==> config.mk <==
export PLATFORM = sky130hd
export DESIGN_NAME = ahfp_addsub_pipe
export DESIGN_NICKNAME = d
export VERILOG_FILES = /design/src/rtl/ahfp_addsub_pipe.sv
export SDC_FILE = /design/constraint.sdc
export NUM_CORES = 1
export LEC_CHECK = 0
export ABC_AREA = 1
export CAP_MARGIN = 20
export CORE_MARGIN = 3
export CORE_UTILIZATION = 63
export CTS_BUF_LIST = sky130_fd_sc_hd__clkbuf_4 sky130_fd_sc_hd__clkbuf_8
export DETAILED_ROUTE_END_ITERATION = 10
export PLACE_DENSITY = 0.88
export SLEW_MARGIN = 10
export SYNTH_ARGS = -nofsm -noshare
export SYNTH_HDL_FRONTEND = slang
export SYNTH_SLANG_ARGS = --single-unit
==> constraint.sdc <==
create_clock -name clock -period 9.7 [get_ports clock]
set_clock_uncertainty 0.05 [all_clocks]
set_input_delay 0.97 -clock clock [delete_from_list [all_inputs] [get_ports clock]]
set_output_delay 0.97 -clock clock [all_outputs]
set_load 0.02 [all_outputs]
==> src/rtl/ahfp_addsub_pipe.sv <==
// Pipelined IEEE-754-style floating-point adder/subtractor with runtime add/sub select,
// round-to-nearest-even, flush-to-zero denormals, special values and status flags.
module ahfp_addsub_pipe #(
  parameter int EXP_W = 8,
  parameter int MAN_W = 23
) (
  input  logic                   clock,
  input  logic                   aclr,
  input  logic                   clk_en,
  input  logic                   in_valid,
  input  logic                   add_sub,
  input  logic [EXP_W+MAN_W:0]   dataa,
  input  logic [EXP_W+MAN_W:0]   datab,
  output logic                   out_valid,
  output logic [EXP_W+MAN_W:0]   result,
  output logic                   overflow,
  output logic                   underflow,
  output logic                   zero,
  output logic                   nan
);

  localparam int W    = 1 + EXP_W + MAN_W;
  localparam int MF   = MAN_W + 4;          // hidden, fraction, guard, round, sticky
  localparam int SW   = MAN_W + 5;          // sum with carry-out
  localparam int EW   = EXP_W + 2;          // signed exponent with range headroom
  localparam int LZ_W = $clog2(MF + 1);

  localparam logic [EW-1:0]        ONE_E  = {{(EW-1){1'b0}}, 1'b1};
  localparam logic signed [EW-1:0] E_INF  = {2'b00, {EXP_W{1'b1}}};
  localparam logic signed [EW-1:0] E_ZERO = {EW{1'b0}};

  // Leading-zero count; the highest set bit overwrites lower ones.
  function automatic logic [LZ_W-1:0] lzc(input logic [MF-1:0] v);
    logic [LZ_W-1:0] n;
    n = LZ_W'(MF);
    for (int i = 0; i < MF; i++) begin
      n = v[i] ? LZ_W'(MF - 1 - i) : n;
    end
    return n;
  endfunction

  // ---------------- rank 0: input capture ----------------
  logic         v0_r, as0_r;
  logic [W-1:0] a0_r, b0_r;

  // Input register rank
  always_ff @(posedge clock or posedge aclr) begin
    if (aclr) begin
      v0_r  <= 1'b0;
      as0_r <= 1'b0;
      a0_r  <= {W{1'b0}};
      b0_r  <= {W{1'b0}};
    end else if (clk_en) begin
      v0_r  <= in_valid;
      as0_r <= add_sub;
      a0_r  <= dataa;
      b0_r  <= datab;
    end
  end

  // ---------------- stage 1: unpack / swap / align ----------------
  logic               sa_s, sb_s;
  logic [EXP_W-1:0]   ea_s, eb_s;
  logic [MAN_W-1:0]   fa_s, fb_s;
  logic               a_zero_s, b_zero_s, a_inf_s, b_inf_s, a_nan_s, b_nan_s;
  logic [MAN_W:0]     ma_s, mb_s;
  logic [W-2:0]       mag_a_s, mag_b_s;
  logic               swap_s;
  logic               sl_s;
  logic [EXP_W-1:0]   el_s, es_s, diff_s;
  logic [MAN_W:0]     ml_s, msm_s;
  logic [MF-1:0]      ext_s, al_s;
  logic               lost_s;

  assign sa_s     = a0_r[W-1];
  assign sb_s     = b0_r[W-1] ^ ~as0_r;
  assign ea_s     = a0_r[W-2:MAN_W];
  assign eb_s     = b0_r[W-2:MAN_W];
  assign fa_s     = a0_r[MAN_W-1:0];
  assign fb_s     = b0_r[MAN_W-1:0];
  assign a_zero_s = (ea_s == {EXP_W{1'b0}});
  assign b_zero_s = (eb_s == {EXP_W{1'b0}});
  assign a_inf_s  = (ea_s == {EXP_W{1'b1}}) && (fa_s == {MAN_W{1'b0}});
  assign b_inf_s  = (eb_s == {EXP_W{1'b1}}) && (fb_s == {MAN_W{1'b0}});
  assign a_nan_s  = (ea_s == {EXP_W{1'b1}}) && (fa_s != {MAN_W{1'b0}});
  assign b_nan_s  = (eb_s == {EXP_W{1'b1}}) && (fb_s != {MAN_W{1'b0}});
  assign ma_s     = a_zero_s ? {(MAN_W+1){1'b0}} : {1'b1, fa_s};
  assign mb_s     = b_zero_s ? {(MAN_W+1){1'b0}} : {1'b1, fb_s};
  assign mag_a_s  = a_zero_s ? {(W-1){1'b0}} : a0_r[W-2:0];
  assign mag_b_s  = b_zero_s ? {(W-1){1'b0}} : b0_r[W-2:0];
  assign swap_s   = (mag_b_s > mag_a_s);

  // Order operands so the larger magnitude is on the "l" side
  always_comb begin
    sl_s  = sa_s;
    el_s  = ea_s;
    ml_s  = ma_s;
    es_s  = eb_s;
    msm_s = mb_s;
    if (swap_s) begin
      sl_s  = sb_s;
      el_s  = eb_s;
      ml_s  = mb_s;
      es_s  = ea_s;
      msm_s = ma_s;
    end else begin
      sl_s  = sa_s;
      el_s  = ea_s;
      ml_s  = ma_s;
      es_s  = eb_s;
      msm_s = mb_s;
    end
  end

  // Bits shifted past the sticky position are folded back into it.
  assign diff_s = el_s - es_s;
  assign ext_s  = {msm_s, 3'b000};
  assign lost_s = |(ext_s & ~({MF{1'b1}} << diff_s));
  assign al_s   = (ext_s >> diff_s) | {{(MF-1){1'b0}}, lost_s};

  logic             v1_r, s1_r, sub1_r, zs1_r, nan1_r, inf1_r, infs1_r;
  logic [EXP_W-1:0] e1_r;
  logic [MF-1:0]    ml1_r, ms1_r;

  // Stage 1 register rank
  always_ff @(posedge clock or posedge aclr) begin
    if (aclr) begin
      v1_r    <= 1'b0;
      s1_r    <= 1'b0;
      sub1_r  <= 1'b0;
      zs1_r   <= 1'b0;
      nan1_r  <= 1'b0;
      inf1_r  <= 1'b0;
      infs1_r <= 1'b0;
      e1_r    <= {EXP_W{1'b0}};
      ml1_r   <= {MF{1'b0}};
      ms1_r   <= {MF{1'b0}};
    end else if (clk_en) begin
      v1_r    <= v0_r;
      s1_r    <= sl_s;
      sub1_r  <= sa_s ^ sb_s;
      zs1_r   <= sa_s & sb_s;
      nan1_r  <= a_nan_s | b_nan_s | (a_inf_s & b_inf_s & (sa_s ^ sb_s));
      inf1_r  <= a_inf_s | b_inf_s;
      infs1_r <= a_inf_s ? sa_s : sb_s;
      e1_r    <= el_s;
      ml1_r   <= {ml_s, 3'b000};
      ms1_r   <= al_s;
    end
  end

  // ---------------- stage 2: add / subtract ----------------
  logic [SW-1:0]    sum_s;
  logic             v2_r, s2_r, zs2_r, nan2_r, inf2_r, infs2_r;
  logic [EXP_W-1:0] e2_r;
  logic [SW-1:0]    sum2_r;

  assign sum_s = sub1_r ? ({1'b0, ml1_r} - {1'b0, ms1_r}) : ({1'b0, ml1_r} + {1'b0, ms1_r});

  // Stage 2 register rank
  always_ff @(posedge clock or posedge aclr) begin
    if (aclr) begin
      v2_r    <= 1'b0;
      s2_r    <= 1'b0;
      zs2_r   <= 1'b0;
      nan2_r  <= 1'b0;
      inf2_r  <= 1'b0;
      infs2_r <= 1'b0;
      e2_r    <= {EXP_W{1'b0}};
      sum2_r  <= {SW{1'b0}};
    end else if (clk_en) begin
      v2_r    <= v1_r;
      s2_r    <= s1_r;
      zs2_r   <= zs1_r;
      nan2_r  <= nan1_r;
      inf2_r  <= inf1_r;
      infs2_r <= infs1_r;
      e2_r    <= e1_r;
      sum2_r  <= sum_s;
    end
  end

  // ---------------- stage 3: normalise ----------------
  logic [LZ_W-1:0] lz_s;
  logic [MF-1:0]   nm_s;
  logic [EW-1:0]   ne_s;

  assign lz_s = lzc(sum2_r[MF-1:0]);

  // Carry-out shifts right with sticky; otherwise left-justify the leading one
  always_comb begin
    nm_s = sum2_r[MF-1:0];
    ne_s = {2'b00, e2_r};
    if (sum2_r[SW-1]) begin
      nm_s = {sum2_r[SW-1:2], sum2_r[1] | sum2_r[0]};
      ne_s = {2'b00, e2_r} + ONE_E;
    end else begin
      nm_s = sum2_r[MF-1:0] << lz_s;
      ne_s = {2'b00, e2_r} - EW'(lz_s);
    end
  end

  logic                 v3_r, s3_r, zf3_r, zs3_r, nan3_r, inf3_r, infs3_r;
  logic signed [EW-1:0] e3_r;
  logic [MF-1:0]        m3_r;

  // Stage 3 register rank
  always_ff @(posedge clock or posedge aclr) begin
    if (aclr) begin
      v3_r    <= 1'b0;
      s3_r    <= 1'b0;
      zf3_r   <= 1'b0;
      zs3_r   <= 1'b0;
      nan3_r  <= 1'b0;
      inf3_r  <= 1'b0;
      infs3_r <= 1'b0;
      e3_r    <= E_ZERO;
      m3_r    <= {MF{1'b0}};
    end else if (clk_en) begin
      v3_r    <= v2_r;
      s3_r    <= s2_r;
      zf3_r   <= (sum2_r == {SW{1'b0}});
      zs3_r   <= zs2_r;
      nan3_r  <= nan2_r;
      inf3_r  <= inf2_r;
      infs3_r <= infs2_r;
      e3_r    <= ne_s;
      m3_r    <= nm_s;
    end
  end

  // ---------------- stage 4: round / pack ----------------
  logic                 inc_s;
  logic [MAN_W+1:0]     rnd_s;
  logic signed [EW-1:0] fe_s;
  logic [W-1:0]         res_s;
  logic                 ovf_s, unf_s, zro_s, nan_s;

  assign inc_s = m3_r[2] & (m3_r[1] | m3_r[0] | m3_r[3]);
  assign rnd_s = {1'b0, m3_r[MF-1:3]} + {{(MAN_W+1){1'b0}}, inc_s};
  // Top two rounded bits are 01 normally and 10 after rounding carry: adds 0 or +1.
  assign fe_s  = e3_r + EW'(rnd_s[MAN_W+1:MAN_W]) - ONE_E;

  // Special values first, then exponent range, then the normal packed result
  always_comb begin
    res_s = {s3_r, fe_s[EXP_W-1:0], rnd_s[MAN_W-1:0]};
    ovf_s = 1'b0;
    unf_s = 1'b0;
    zro_s = 1'b0;
    nan_s = 1'b0;
    if (nan3_r) begin
      res_s = {1'b0, {EXP_W{1'b1}}, 1'b1, {(MAN_W-1){1'b0}}};
      nan_s = 1'b1;
    end else if (inf3_r) begin
      res_s = {infs3_r, {EXP_W{1'b1}}, {MAN_W{1'b0}}};
    end else if (zf3_r) begin
      res_s = {zs3_r, {(W-1){1'b0}}};
      zro_s = 1'b1;
    end else if (fe_s >= E_INF) begin
      res_s = {s3_r, {EXP_W{1'b1}}, {MAN_W{1'b0}}};
      ovf_s = 1'b1;
    end else if (fe_s <= E_ZERO) begin
      res_s = {s3_r, {(W-1){1'b0}}};
      unf_s = 1'b1;
      zro_s = 1'b1;
    end else begin
      res_s = {s3_r, fe_s[EXP_W-1:0], rnd_s[MAN_W-1:0]};
    end
  end

  // Output rank; bubbles clear out_valid but leave result and flags untouched
  always_ff @(posedge clock or posedge aclr) begin
    if (aclr) begin
      out_valid <= 1'b0;
      result    <= {W{1'b0}};
      overflow  <= 1'b0;
      underflow <= 1'b0;
      zero      <= 1'b0;
      nan       <= 1'b0;
    end else if (clk_en) begin
      out_valid <= v3_r;
      if (v3_r) begin
        result    <= res_s;
        overflow  <= ovf_s;
        underflow <= unf_s;
        zero      <= zro_s;
        nan       <= nan_s;
      end
    end
  end

endmodule

==> reports/metrics.cfg, run 1 <==
[critical_path]
slowest_delay_ns = 0.82
path_class = reg -> reg
crit_top_cell = nand2_1
cp_slowest_cell = clkinv_1
crit_path_start_kind = register
r2r-start = a0_r[27]
end_kind = register
crit_required_ns = 10.12
r2r-end = ms1_r[0]
reg2regPathDepth = 33
crit_path_max_fanout = 56
r2r_setup_slack_ns = 2.14
crit_arrival_ns = 7.98

[power]
powerDensity_nw_per_um2 = 287
p_int_uw = 2950
seqPwrFrac_pct = 28.6
p_clk_share_pct = 16.7
combPwrFrac_pct = 54.6
irDropWorstVdd_uv = 130
leakagePower_uw = 0.00991
p_sw_uw = 2900
switching_share_pct = 49.6

[drt]
first_iter_violations = 2234
first_pass_iters = 8
wire_per_inst_um = 19.1
route.detailed.drc = 0
num_vias = 19000
ant_nets = 0
viasPerCell = 6.10
finalWirelength_um = 59600

[global_route]
grt_pass1_vias = 18300
grt_pass1_wl_um = 95100
overflow = 0
antenna_found_initial = 1
grt_max_degree = 148
grt.total_usage_pct = 38.1

[cells_and_area]
nets = 2888
synthToLayoutAreaGrowth_pct = 10.7
seq_area_um2 = 6380
layout_common_cells = 675 x nand2_1, 314 x inv_1, 278 x o21ai_0
drive_gt1_share_pct = 4.71
multi_input_area_um2 = 10200
final_common_cell = nand2_1
fillers = 2279
antenna_cells = 0

[die]
num_rows = 61
core-area_um2 = 28200
ios = 106
dieArea_um2 = 31300
start_util_pct = 65.1
die_h_um = 177
die_x_um = 177

[logic_synthesis]
avgSynthCellArea_um2 = 6.84
netlist_area_um2 = 18400
synth_top_family_by_area = simple AND/OR/NAND/NOR gates
async_reset_ff_share_pct = 100
synth_edf_count = 0
synth_xor_area_share_pct = 2.34
yosys.area_share.simple_pct = 28.4
synth_top_flop_cell = dfrtp_1
syn-num-nets = 2858
synthCells = 2688
synth_cell_type_count = 54
synthAdderAreaFrac_pct = 7.00
synth_seq_cells = 255
ys_warn_count = 0
synth_compound_area_share_pct = 17.9
ys_seq_area_share_pct = 34.7
synth.area.mux_share_pct = 0

[clock_network]
postCtsSetupRepairBufs = 0
clk_path_buf_depth = 3
cts_buffers = 42
post_cts_resized = 0
clk_pin_slew_worst_paths_ns = 0.07
insertion_delay_ns = 0.58
cts_root_buf = clkbuf_8
cts.sinks = 255
htree_levels = 2
cts_tree = done
ctsHoldBuffers = 0

[timing]
holdWs_ns = 0.430
finalCritPeriodShare_pct = 78.0
fmax_mhz = 132
grt_setup_unrepaired = false
finalSetupViolations = 0
max-slew-margin-rel_pct = 28.0
worst_slew_pin_slew_ns = 1.08
fin_crit_ns = 7.56
setup_slack_ns = 2.14
setup_tns_ns = 0
finalHoldViolations = 0
maxSlewViolCount = 0

[worst_hold_path]
hold_path_depth = 2
hold_class = reg -> reg
holdCritStartpoint = e1_r[4]
hold_path_end = e2_r[4]

[flow_run]
maxCapViolations = 0

[place]
place_ws_ns = 2.34
hpwl_um = 44100
gp_congestion = 1.06
portBuffers = 105

[status]
status = finished, final reports clean

==> layer usage <==
| layer | share of wire (%) | vias to the layer above | wire length (um) | global-route usage (%) |
|---|---|---|---|---|
| li1 | - | 8928 | - | - |
| met1 | 38 | 8809 | 22800 | 47.4 |
| met2 | 47 | 1053 | 27900 | 64.3 |
| met3 | 8.2 | 245 | 4890 | 5.06 |
| met4 | 6.6 | 2 | 3930 | 20.8 |
| met5 | 0.020 | - | 12 | 0 |
==> cells in the mapped netlist (3+ instances only) <==
master,number,area [um2]
nand2_1,675,2530
xnor2_1,5,43.8
a21oi_1,122,611
or2_2,5,31.3
clkinv_1,5,18.8
nor3_1,15,75.1
xor2_1,41,359
buf_6,3,33.8
nor2_1,222,833
nand4_1,40,250
o21bai_1,5,37.5
o41ai_1,5,43.8
o21a_1,10,75.1
a22oi_1,5,37.5
buf_1,17,63.8
a22o_1,3,26.3
o211ai_1,17,128
ha_1,98,1230
a21boi_0,13,97.6
fa_1,3,60.1
nand2_2,14,87.6
o22ai_1,22,138
nor2_2,9,56.3
nor4_1,12,75.1
o31ai_1,10,75.1
dfrtp_1,255,6380
buf_2,13,65.1
nand3b_1,6,45.0
clkbuf_1,102,383
o21ai_1,35,175
nand2_4,3,33.8
inv_1,316,1190
o32ai_1,5,43.8
nand3_1,229,1150
o221ai_1,10,87.6
o21ai_0,278,1390
inv_2,3,11.3
a31oi_1,35,219
==> cell type report <==
class	count	share of cell area (%)
inverters	324	6.02
flip-flops and latches	255	31.3
repair buffers	123	5.93
clock inverters	7	0.436
multi-input cells	1972	50.2
well taps	378	2.32
clock buffers	60	3.72
==> stage by stage <==
| step | instance area [um2] | power [uW] | utilization [%] | std cells |
|---|---|---|---|---|
| 2_1_floorplan | 18400 | 3820 | - | 2688 |
| 3_3_place_gp | 19500 | 4660 | 69.0 | 3051 |
| 3_5_place_dp | 19500 | 4750 | 69.0 | 3051 |
| 4_1_cts | 20300 | 5750 | 72.0 | 3118 |
| 5_1_grt | 20400 | 6270 | 72.1 | 3119 |
| 6_report | 20400 | 5850 | 72.1 | 3119 |
==> registers in the layout, indices dropped and copies added, names as in the netlist, 8 cells and up <==
register / cells
a0_r: 32
b0_r: 32
e1_r: 8
e2_r: 8
e3_r: 10
m3_r: 27
ml1_r: 24
ms1_r: 27
result: 32
sum2_r: 28
==> critical path, delay by kind of cell (launching register included) <==
kind                     cells  cell delay, ns
buffers and inverters        4            1.60
adder cells (fa/ha/maj)      2            0.48
flip-flops                   1            0.42
AND/OR/NAND/NOR             23            4.33
AO/OA/AOI/OAI                4            0.55
==> power by group through the flow <==
stage	clock network (uW)	logic, uW	registers, uW
detailed placement	0	3080	1670
finish	979	3200	1670
floorplan	0	2170	1650
global placement	0	3010	1650
CTS	976	3120	1660
global route	1020	3550	1700
==> worst max path at each step <==
| stage | cells after the start | slack, ns | endpoint | start |
|---|---|---|---|---|
| floorplan | 1 | 1.67 | a0_r[0] | aclr |
| global placement | 33 | 2.49 | ms1_r[0] | a0_r[27] |
| detailed placement | 33 | 2.34 | ms1_r[0] | a0_r[30] |
| CTS | 33 | 2.31 | ms1_r[0] | a0_r[27] |
| global route | 33 | 1.37 | ms1_r[0] | a0_r[29] |
| finish | 33 | 2.14 | ms1_r[0] | a0_r[27] |
==> cells by family (layout without fill, tap and decap cells) <==
| logic type | count (synthesis) | count (layout) |
|---|---|---|
| xor gates and xnor gates | 47 | 47 |
| buffers and inverters | 461 | 514 |
| AOI/OAI and AO/OA | 587 | 587 |
| DFF | 255 | 255 |
| and+or+nand+nor | 1237 | 1237 |
| adders and majority gates | 101 | 101 |
Note: power is estimated with default switching activity, not from simulation.
==> run 2: changes to the inputs <==
==> constraint.sdc (replaced) <==
create_clock -name clock -period 7.1 [get_ports clock]
set_clock_uncertainty 0.05 [all_clocks]
set_input_delay 0.71 -clock clock [delete_from_list [all_inputs] [get_ports clock]]
set_output_delay 0.71 -clock clock [all_outputs]
set_load 0.02 [all_outputs]
==> run 2 against run 1 <==
Effect of this change:
- combinational power is 36% higher
- sequential share of layout area down 0.23 points
- power grew 37%
- clock power is 43% higher
- setup slack lost 1.4 ns
- global-route usage is 0.61 points lower
- non-clock buffer count is 7 higher
- critical path type unchanged
- largest cell class unchanged
- highest routed layer is now met4
==> reports/metrics.cfg, run 2 (synthesized netlist as in run 1, its figures left out) <==
[clock_network]
cts_buffers = 43
ctsHoldBuffers = 0
post_cts_resized = 0
cts_root_buf = clkbuf_8
clk_path_buf_depth = 3
cts_tree = done
cts.sinks = 255
insertion_delay_ns = 0.58
clk_pin_slew_worst_paths_ns = 0.06
htree_levels = 2
postCtsSetupRepairBufs = 0

[global_route]
met3_usage_pct = 4.85
grt_pass1_wl_um = 94100
grtUsageMet2_pct = 61.9
met1_usage_pct = 48.0
antenna_found_initial = 0
grt_max_degree = 118
grt_busiest_layer = met2
grt.total_usage_pct = 37.5
overflow = 0
grt_pass1_vias = 18100

[power]
power_uw = 8040
powerDensity_nw_per_um2 = 392
leakagePower_uw = 0.00999
irDropWorstVdd_uv = 207

[worst_hold_path]
hold_class = in -> async

[die]
dieArea_um2 = 31300
num_rows = 61
die_x_um = 177
die_h_um = 177
core-area_um2 = 28200
ios = 106
start_util_pct = 65.1

[drt]
finalWirelength_um = 58500
viasPerCell = 6.10
first_iter_violations = 2164
ant_nets = 0
wire_per_inst_um = 18.7
route.detailed.drc = 0
num_vias = 19100
first_pass_iters = 8

[cells_and_area]
drive_gt1_share_pct = 5.26
reg_top3 = a0_r (32), b0_r (32), result (32)
antenna_cells = 0
synthToLayoutAreaGrowth_pct = 11.5
final_common_cell = nand2_1
stdcell_count = 3135
nets = 2896
layout_common_cells = 675 x nand2_1, 314 x inv_1, 278 x o21ai_0

[critical_path]
r2r-end = result[3]
crit_path_max_fanout = 8
crit_arrival_ns = 6.74
cp_slowest_cell = fa_1
critPathTopFamily = simple AND/OR/NAND/NOR gates
slowest_delay_ns = 0.41
r2r_setup_slack_ns = 0.77
crit_path_start_kind = register
end_kind = register
path_class = reg -> reg
r2r-start = m3_r[3]
crit_buf_inv = 8
crit_required_ns = 7.51
crit_top_cell = nor2_1
reg2regPathDepth = 37

[flow_run]
maxCapViolations = 0

[timing]
maxSlewViolCount = 0
fin_crit_ns = 6.33
setup_tns_ns = 0
holdWs_ns = 0.389
finalCritPeriodShare_pct = 89.2
worst_slew_pin_slew_ns = 1.04
max-slew-margin-rel_pct = 30.9
fmax_mhz = 158
finalHoldViolations = 0
grt_setup_unrepaired = false
finalSetupViolations = 0

[place]
hpwl_um = 44100
dp_cells = 3057
gp_congestion = 1.03
portBuffers = 105

[status]
status = finished, final reports clean

## run 2: layout make-up
| type | instances | area (um2) |
|---|---|---|
| clock buffer | 68 | 830 |
| clock inverter | 8 | 93.8 |
| fill | 2269 | 7730 |
| inverter | 324 | 1220 |
| multi-input combinational | 1972 | 10200 |
| sequential | 255 | 6380 |
| tap | 378 | 473 |
| timing repair buffer | 130 | 1280 |
## run 2: stage by stage
stage | setup slack [ns] | instance area [um2] | util (%)
finish | 0.768 | 20500 | 72.6
global route | 0.169 | 20500 | 72.6
CTS | 0.846 | 20500 | 72.5
detailed placement | 0.882 | 19500 | 69.2
global placement | 1.21 | 19500 | 69.2
floorplan | 1.95 | 18400 | -
## run 2: metal layers
metal / vias up / part of all wire (%) / wire length [um]
met5: - / 0 / 0
met4: 0 / 6.2 / 3600
met3: 224 / 7.9 / 4610
met2: 1062 / 46 / 27200
met1: 8876 / 39 / 23100
li1: 8946 / - / -
## run 2: how the worst max path moves through the flow
stage          cells after the start          to      from  slack, ns
2_1_floorplan                     39  result[23]   m3_r[3]       1.95
3_3_place_gp                      35    ms1_r[0]  a0_r[30]       1.21
3_5_place_dp                      37   result[3]   m3_r[3]       0.88
4_1_cts                           37   result[3]   m3_r[3]       0.85
5_1_grt                           37  result[12]   m3_r[3]       0.17
6_report                          37   result[3]   m3_r[3]       0.77
## run 2: power breakdown
group,switching [uW],total [uW],internal (uW)
clock,618,1400,784
combinational,2890,4360,1460
sequential,425,2280,1860
total,3940,8040,4100
==> RTL edit (flow settings as in run 1) <==
Change the parameter `EXP_W` from 8 to 9.
--- a/src/rtl/ahfp_addsub_pipe.sv
+++ b/src/rtl/ahfp_addsub_pipe.sv
@@ -1,7 +1,7 @@
 // Pipelined IEEE-754-style floating-point adder/subtractor with runtime add/sub select,
 // round-to-nearest-even, flush-to-zero denormals, special values and status flags.
 module ahfp_addsub_pipe #(
-  parameter int EXP_W = 8,
+  parameter int EXP_W = 9,
   parameter int MAN_W = 23
 ) (
   input  logic                   clock,
Interface: changed (resized dataa, datab and result); port bits go from 106 to 109. The function was not compared with the original's and may differ.
==> RTL edit against run 1 <==
- area after synthesis increased by 3.8%
- sequential power is 2% higher
- utilization decreased by 0.28 points
- sequential cell count rose by 6
- fmax increased by 16%
- worst setup slack gained 1.0 ns
- critical path depth grew 2
- routed wire length increased by 7.5%
- final area is 4.8% higher
- via count rose by 6.1%
- clock power increased by 21%
- power up 7.6%
- die area up 3.7%
- largest cell class unchanged
- highest routed layer is now met4
==> RTL edit: results (changes against run 1) <==
- Hold path start: result[8]$_DFFE_PP0P_ (was e1_r[4]$_DFFE_PP0P_)
- Setup slack at placement: 3.30 ns (was 2.34 ns)
- Distinct cells, synth: 60 (was 54)
- VDD IR max: 0.000153 V (was 0.000130 V)
- Non-clock buffers: 131 (was 123)
- CP peak stage delay: 0.65 ns (was 0.82 ns)
- Worst r2r src: m3_r[2]$_DFFE_PP0P_ (was a0_r[27]$_DFFE_PP0P_)
- Met1 Use GR: 48.6% (was 47.4%)
- Non-Clock Buffer Area Fraction: 5.99% (was 5.93%)
- Seq/total area: 30.6% (was 31.3%)
- Met3 WL: 5.46 mm (was 4.89 mm)
- Clock buffer count: 70 (was 60)
- Post-Syn Instances: 2796 (was 2688)
- Worst EP arrival: 7.00 ns (was 7.98 ns)
- Clock-cell share: 4.94% (was 4.15%)
- Top Registers: a0_r: 33 flops, b0_r: 33 flops, result: 33 flops (was a0_r: 32 flops, b0_r: 32 flops, result: 32 flops)
- Initial antenna violation count: 0 (was 1)
- Fillers: 2393 (was 2279)
- Non-clk invs: 335 (was 324)
- WL per Instance: 19.7 µm (was 19.1 µm)
- Non-Filler Instances: 3257 (was 3119)
- Mux contribution to synthesized area: 0.105% (was 0%)
- First-pass GRT wire length: 101 mm (was 95.1 mm)
- Port Buffers: 108 (was 105)
- CP max stage cell: nor2_1 (was clkinv_1)
- Multi-input combinational cell count: 2060 (was 1972)
- Crit path max fanout: 11 (was 56)
- CTS clk-pin slew, worst paths: 0.06 ns
- Layout cells sized above 1: 5.69% (was 4.71%)
- Worst-margin pin slew: 1.03 ns (was 1.08 ns)
- Fraction of area in multi-input gates: 50.2% (about the same)
- Met2 Resource Use GR: 64.9% (was 64.3%)
- Num Clock Sinks: 261 (was 255)
- HPWL after DPL: 46.8 mm (was 44.1 mm)
- Routability congestion estimate: 0.995 (was 1.06)
- Final Net Count: 3008 (was 2888)
- Vias in the first global route: 18900 (was 18300)
- Ranking of synthesized cells by area: dfrtp_1 (34%), nand2_1 (14%), nand3_1 (8.0%), o21ai_0 (6.6%), ha_1 (6.6%) (was dfrtp_1 (35%), nand2_1 (14%), o21ai_0 (7.6%), ha_1 (6.7%), inv_1 (6.5%))
- Reg area: 6530 µm² (was 6380 µm²)
- Most frequent cells after synthesis: nand2_1 (712), inv_1 (327), nand3_1 (305), dfrtp_1 (261), o21ai_0 (253) (was nand2_1 (675), inv_1 (316), o21ai_0 (278), dfrtp_1 (255), nand3_1 (229))
- Internal: 3.18 mW (was 2.95 mW)
- Total GRT Usage: 38.1% (about the same)
- Static leakage power: 10.5 nW (was 9.91 nW)
- Cts bufs inserted: 44 (was 42)
- Status: completed (unchanged)
- Compound-Gate Fraction of Synth Area: 16.3% (was 17.9%)
- WL met2: 30.6 mm (was 27.9 mm)
- Site Rows: 63 (was 61)
- DR iter-0 viols: 2572 (was 2234)
- Worst-Skew Late Latency: 0.62 ns (was 0.58 ns)
- Setup crit end: result[6]$_DFFE_PP0P_ (was ms1_r[0]$_DFFE_PP0P_)
- Fin Hold WS: 0.437 ns (was 0.430 ns)
==> RTL edit: cell types whose count changed in the layout (fill, tap and decap cells not counted), sizes merged, moves of 5 or more <==
| cell | change |
|---|---|
| o21ai | -38 |
| nand3 | +80 |
| o221ai | -5 |
| inv | +12 |
| o21a | -7 |
| a21oi | +17 |
| clkbuf | +11 |
| nand2 | +34 |
| o31ai | +8 |
| o22ai | +7 |
| dfrtp | +6 |
==> RTL edit: power groups by stage <==
stage / clock [mW] / sequential, mW / combinational, mW
5_1_grt: 1.23 / 1.74 / 3.74
4_1_cts: 1.18 / 1.70 / 3.30
2_1_floorplan: 0 / 1.66 / 2.30
3_3_place_gp: 0 / 1.69 / 3.19
3_5_place_dp: 0 / 1.71 / 3.27
6_report: 1.18 / 1.71 / 3.40
